### src/rtl/restoring_divider_8_4.sv
// Sequential 8/4 unsigned restoring divider, one quotient bit per clock, start/stop handshake.
// Optional macro DIV_ZERO_TRAP_EN: a zero divisor finishes one cycle after acceptance and raises dz.
//
// state | meaning
// IDLE  | waiting for the first start after reset
// RUN   | iterating, one quotient bit per edge
// DONE  | Q/R/stop hold the finished result, ready for a new start
module restoring_divider_8_4 (
  input  logic       clk,
  input  logic       rst,
  input  logic       start,
  input  logic [7:0] X,
  input  logic [3:0] Y,
  output logic [7:0] Q,
  output logic [3:0] R,
  output logic       busy,
  output logic       stop,
  output logic       dz
);

  typedef enum logic [1:0] {IDLE, RUN, DONE} state_t;

  state_t     state;
  logic [4:0] a;
  logic [7:0] d;
  logic [3:0] b;
  logic [2:0] cnt;

  logic [5:0] a_sh;
  logic       no_borrow;
  logic [4:0] a_nxt;
  logic [7:0] d_nxt;
  logic       trap_hit;

  // Compare on the full shifted value so a zero divisor still yields Q=FF, R=X[3:0].
  always_comb begin
    a_sh      = {a, d[7]};
    no_borrow = (a_sh >= {2'b00, b});
    a_nxt     = a_sh[4:0];
    d_nxt     = {d[6:0], 1'b0};
    if (no_borrow) begin
      a_nxt = a_sh[4:0] - {1'b0, b};
      d_nxt = {d[6:0], 1'b1};
    end
  end

`ifdef DIV_ZERO_TRAP_EN
  logic dz_q;
  assign trap_hit = (b == 4'd0);
  assign dz       = dz_q;
`else
  assign trap_hit = 1'b0;
  assign dz       = 1'b0;
`endif

  always_ff @(posedge clk or posedge rst) begin
    if (rst) begin
      state <= IDLE;
      a     <= '0;
      d     <= '0;
      b     <= '0;
      cnt   <= '0;
      Q     <= '0;
      R     <= '0;
      busy  <= 1'b0;
      stop  <= 1'b0;
`ifdef DIV_ZERO_TRAP_EN
      dz_q  <= 1'b0;
`endif
    end else begin
      case (state)
        IDLE, DONE: begin
          if (start) begin
            b     <= Y;
            d     <= X;
            a     <= '0;
            cnt   <= '0;
            stop  <= 1'b0;
            busy  <= 1'b1;
`ifdef DIV_ZERO_TRAP_EN
            dz_q  <= 1'b0;
`endif
            state <= RUN;
          end
        end
        RUN: begin
          if (trap_hit) begin
            Q     <= 8'hFF;
            R     <= d[3:0];
            stop  <= 1'b1;
            busy  <= 1'b0;
`ifdef DIV_ZERO_TRAP_EN
            dz_q  <= 1'b1;
`endif
            state <= DONE;
          end else begin
            a   <= a_nxt;
            d   <= d_nxt;
            cnt <= cnt + 3'd1;
            if (cnt == 3'd7) begin
              Q     <= d_nxt;
              R     <= a_nxt[3:0];
              stop  <= 1'b1;
              busy  <= 1'b0;
              state <= DONE;
            end
          end
        end
        default: state <= IDLE;
      endcase
    end
  end

endmodule
### config.mk
export PLATFORM = sky130hd
export DESIGN_NAME = restoring_divider_8_4
export DESIGN_NICKNAME = d
export VERILOG_FILES = /design/src/rtl/restoring_divider_8_4.sv
export SDC_FILE = /design/constraint.sdc
export NUM_CORES = 1
export LEC_CHECK = 0
export CORE_AREA = 2 2 61 63
export CTS_CLUSTER_SIZE = 14
export DETAILED_ROUTE_END_ITERATION = 7
export DIE_AREA = 0 0 63 65
export GPL_TIMING_DRIVEN = 0
export PLACE_DENSITY = 0.75
export REMOVE_ABC_BUFFERS = 1
export SKIP_CTS_REPAIR_TIMING = 1
export SYNTH_ARGS = -nofsm -noshare
export SYNTH_HDL_FRONTEND = slang
export SYNTH_SLANG_ARGS = --single-unit
### constraint.sdc
create_clock -name clk -period 2.45 [get_ports clk]
set_clock_uncertainty 0.05 [all_clocks]
set_input_delay 0.6125 -clock clk [delete_from_list [all_inputs] [get_ports clk]]
set_output_delay 0.6125 -clock clk [all_outputs]
set_load 0.02 [all_outputs]
# Word level (Yosys, flattened, before mapping)
# Index checks and enable logic that the tools add are counted.
[word_totals] inputBits=15 register_bits=36
[classes] magnitude_cmp=1 eq_ne=5 mux=17 reduce_logical=8 addsub=2
[op_table] op="one-hot mux 8 bit (2 select lines)" n=1
[op_table] op="2-to-1 mux 5 bit" n=2
[op_table] op="one-hot mux 5 bit (2 select lines)" n=1
[op_table] op="2-to-1 mux 8 bit" n=1
[op_table] op="AND reduction 2 bit" n=4
[op_table] op=">= comparator 6 x 4 -> 1 bit" n=1
[op_table] op="one-hot mux 3 bit (2 select lines)" n=1
[op_table] op="2-to-1 mux 1 bit" n=5
[op_table] op="subtractor 5 x 4 -> 5 bit" n=1
[op_table] op="2-to-1 mux 2 bit" n=2
[op_table] op="!= test 2 bit (second input constant)" n=2
[op_table] op="one-hot mux 1 bit (2 select lines)" n=2
[op_table] op="one-hot mux 2 bit (2 select lines)" n=1
[op_table] op="adder 3 x 1 -> 3 bit (second input constant)" n=1
[op_table] op="== test 3 bit (second input constant)" n=1
[op_table] op="2-to-1 mux 3 bit" n=1
[op_table] op="AND reduction 3 bit" n=1
[op_table] op="== test 2 x 1 -> 1 bit (second input constant)" n=1
[op_table] op="== test 2 bit (second input constant)" n=1
[op_table] op="zero test 2 bit" n=1
[op_table] op="nonzero test 2 bit" n=1
[op_table] op="OR reduction 2 bit" n=1

# Depth between registers and ports, before layout
[depth] depth_word=4 mapped_depth=7 ltp_nobuf=7

# Worst setup path before layout
# OpenSTA, ideal clock, no wires.
[synth_timing] path_kind="register to register" from="reg d[7]" to="reg a[4]" path_buffers=0 slack_ns=0.454 arrival_ns=1.868 path_stages_with_launch=8 synth_period_minus_slack_ns=1.996 setup_time_ns=0.077 cell_sequence="dfrtp_1 -> inv_1 -> ha_1 -> inv_1 -> fa_1 -> a221o_1 -> or3_1 -> a21oi_1"
[synth_via] elab_chain_cells=3 elab_cells_between_ends=4 classes_between="add/sub (1); order compare (1); mux (2)"
[synth_lines] item="start: declaration" line="25" rtl="logic [7:0] d;"
[synth_lines] item="start signal: assignment" line="98" rtl="d <= d_nxt;"
[synth_lines] item="subtractor 5 x 4 -> 5 bit / >= comparator 6 x 4 -> 1 bit (equally long branches)" line="42, 38"
[synth_lines] item="2-to-1 mux 5 bit (*)" line="41" rtl="if (no_borrow) begin"
[synth_lines] item="one-hot mux 5 bit (2 select lines) (*)" line="71" rtl="case (state)"
[synth_lines] item="end signal: assignment" line="97" rtl="a <= a_nxt;"
[synth_lines] item="end: declaration" line="24" rtl="logic [4:0] a;"
# Every way passes the cells marked *; elsewhere a longest branch is shown, timed or not.
# A chain may end at the register's enable or synchronous reset.

# Final worst setup path
[layout_timing] from="reg d[7]" to="reg R[0]"
[layout_via] elab_chain_cells=2 elab_cells_between_ends=3 classes_between="add/sub (1); order compare (1); mux (1)"
[layout_lines] item="subtractor 5 x 4 -> 5 bit / >= comparator 6 x 4 -> 1 bit (equally long branches)" line="42, 38"
[layout_lines] item="2-to-1 mux 5 bit (*)" line="41"
[layout_lines] item="end signal: assignment" line="89" rtl="R <= d[3:0];"
[layout_lines] item="end signal: assignment" line="102" rtl="R <= a_nxt[3:0];"
[layout_lines] item="end: declaration" line="15" rtl="output logic [3:0] R,"
# Marks and branches as above.

==> impl_metrics.json <==
{
  "grt_max_degree": 37,
  "yosysWarnings": 0,
  "synthSimpleGateAreaFrac_pct": 20.3,
  "place_congestion": 0.895,
  "setup_tns_ps": 0,
  "synth-seq-cells": 36,
  "drive_above_1_share_pct": 6.40,
  "n_antenna_cell": 0,
  "slowest_stage": "fa_1",
  "wire_per_inst_um": 14.2,
  "hold_viol": 0,
  "insertion_delay_ps": 350,
  "holdPathStages": 2,
  "area_growth_pct": 23.9,
  "first_pass_iters": 4,
  "worstPathArrival_ps": 2430,
  "netlist_instances": 174,
  "power_uw": 3200,
  "fmax_ghz": 0.441,
  "rr_worst_depth": 7,
  "dp_slack_ps": -58.3,
  "whs_ps": 443,
  "worstReg2RegEnd": "R[0]",
  "worst_slack_ps": 181,
  "worstSetupPathType": "reg -> reg",
  "cp.buffers_inverters": 2,
  "hold_end": "R[2]",
  "crit_chain": "inv_1 -> ha_1 -> inv_1 -> fa_1 -> a221o_1 -> nor2_1 -> o311ai_0",
  "synth.cell_area_um2": 1690,
  "min_from": "R[2]",
  "critPathTopFamily": "adder cells",
  "synth_top_family_by_area": "simple AND/OR/NAND/NOR gates",
  "syn_area_per_cell_um2": 9.69,
  "drt.antenna.violating_nets": 0,
  "synth-adder-area-share_pct": 5.64,
  "worst_pin_slew_ps": 723,
  "r2r_slack_ps": 180,
  "drt-total-wl_um": 3560,
  "status": "complete, no violations",
  "slowest_delay_ps": 460,
  "drv_cap": 0,
  "vias_per_cell": 5.48,
  "vias": 1375,
  "muxShareOfSynthArea_pct": 0,
  "clock_sinks": 36,
  "synth_compound_area_share_pct": 16.7,
  "ys_types": 37,
  "worstPathRequired_ps": 2610,
  "start_util_pct": 48.2,
  "crit_top_cell": "inv_1",
  "num_rows": 22,
  "crit_path_start_kind": "flip-flop",
  "cts_buffer_depth": 2,
  "portBuffers": 28,
  "clk_pin_slew_ps": 120,
  "grt_first_pass_wirelength_um": 5950,
  "detailed_place.area_um2": 1990,
  "relSlewSlack_pct": 51.7,
  "drc": 0,
  "antenna_found_initial": 0,
  "die-area_um2": 4100,
  "ir_drop_uv": 629,
  "grt.total_usage_pct": 18.7,
  "rsz0062_at_grt": "no",
  "synth_xor_area_share_pct": 0.520,
  "cts_root_buf": "clkbuf_4",
  "core_um2": 3500,
  "die_w_um": 63,
  "r2r_start": "d[7]",
  "power.leakage_uw": 0.000930,
  "die_y_um": 65,
  "grt_pass1_vias": 1365,
  "min_path_type": "reg -> reg",
  "numCtsBuffers": 5,
  "first_iter_violations": 107,
  "setup-violations-final": 0,
  "io_pins": 30,
  "min_period_ps": 2270,
  "cts_tree": "built",
  "finish.instance_area_um2": 2090,
  "cp-end-kind": "flip-flop",
  "finalNetCount": 224,
  "htreeDepth": 2,
  "maxSlewViolCount": 0,
  "yosysSeqAreaShare_pct": 53.5,
  "period_share_pct": 92.6,
  "worstPathMaxFanout": 7,
  "p_per_area_nw_per_um2": 1530,
  "dp_hpwl_um": 2470,
  "grt-ovfl-total": 0
}
==> stage by stage <==
stage | cells | utilization [%]
floorplan | 167 | -
global placement | 243 | 57.1
detailed placement | 243 | 57.1
CTS | 251 | 59.3
global route | 251 | 59.7
finish | 251 | 59.7
==> flip-flops by register name, summed over array words and instances, names as in the netlist <==
signal,cells
Q,8
R,4
a,5
b,4
busy,1
cnt,3
d,8
state,2
stop,1
==> report_power, final <==
part | switching, µW | leakage [µW] | internal (µW)
Clock | 211 | 0.0000412 | 213
Sequential | 194 | 0.000433 | 884
Combinational | 990 | 0.000456 | 711
==> worst register-to-register path: stages, from the launching register on <==
cell and delay [ps]:
dfrtp_1 410, inv_1 80, ha_1 190, inv_1 70, fa_1 460, a221o_1 430
nor2_1 300, o311ai_0 150
==> cell usage in the layout (no fill, tap or decap), types with 2 or more instances in the layout <==
cell	count
a21oi_1	5
a22o_1	2
clkbuf_4	5
clkdlybuf4s50_1	28
dfrtp_1	36
ha_1	6
inv_1	5
nand2_1	46
nand2b_1	3
nand3_1	2
nand4_1	5
nor2_1	13
o2111ai_1	2
o211ai_1	2
o21ai_0	9
o22ai_1	6
o311ai_0	2
o31ai_1	2
or3_1	2
==> worst max-delay path by stage <==
stage                     start   end  slack, ps  depth (start not counted)
after floorplan            d[7]  a[4]        450                          7
after detailed placement  start  d[0]        -60                          5
after global placement    start  d[0]        -50                          5
after CTS                  d[7]  a[2]        150                          7
final                      d[7]  R[0]        180                          7
after global routing       d[7]  a[0]         10                          7
==> cell usage after synthesis (all sizes together) <==
cell type / n / area [µm²]
and2: 2 / 15.0
a311oi: 1 / 26.3
inv: 6 / 22.5
o211ai: 2 / 15.0
o22ai: 6 / 37.5
xor2: 1 / 8.76
o2111ai: 2 / 17.5
a311o: 1 / 10.0
conb: 1 / 3.75
clkbuf: 5 / 18.8
a21oi: 5 / 25.0
buf: 2 / 12.5
o21ai: 9 / 45.0
o31ai: 2 / 15.0
a21o: 1 / 7.51
nor2: 13 / 48.8
and3: 1 / 6.26
nor2b: 2 / 12.5
nand4: 5 / 31.3
a221o: 1 / 10.0
a221oi: 1 / 15.0
dfrtp: 36 / 901
fa: 1 / 20.0
a31oi: 1 / 6.26
a22o: 2 / 17.5
and3b: 1 / 8.76
o311ai: 2 / 17.5
nand3: 2 / 10.0
ha: 6 / 75.1
a32oi: 1 / 8.76
or3: 2 / 12.5
nand2b: 3 / 18.8
nand2: 46 / 173
a22oi: 1 / 7.51
nor3: 1 / 5.00
==> cells by family (layout without fill, tap and decap cells) <==
group | Yosys count | in the layout
XOR/XNOR | 1 | 1
other | 1 | 1
AND/OR/NAND/NOR | 78 | 78
AO/OA/AOI/OAI | 38 | 38
adder cells (fa/ha/maj) | 7 | 7
buffers and inverters | 13 | 42
flip-flops | 36 | 36
==> area by class of cell <==
class                   instances  area (µm²)
flip-flops and latches         36         901
well taps                      48        60.1
fillers                       307        1410
inverters                       6        22.5
multi-input cells             125         744
clock buffers                   5        37.5
repair buffers                 28         280
clock inverters                 3        42.5
==> routing by layer <==
metal  part of all wire, %  track usage, %  up-vias
li1                      -               -      666
met1                    46            23.3      675
met2                    50            30.3       26
met3                   2.4            3.13        8
met4                   2.3            11.9        0
met5                     0               0        -
Note: power is estimated with default switching activity, not from simulation.
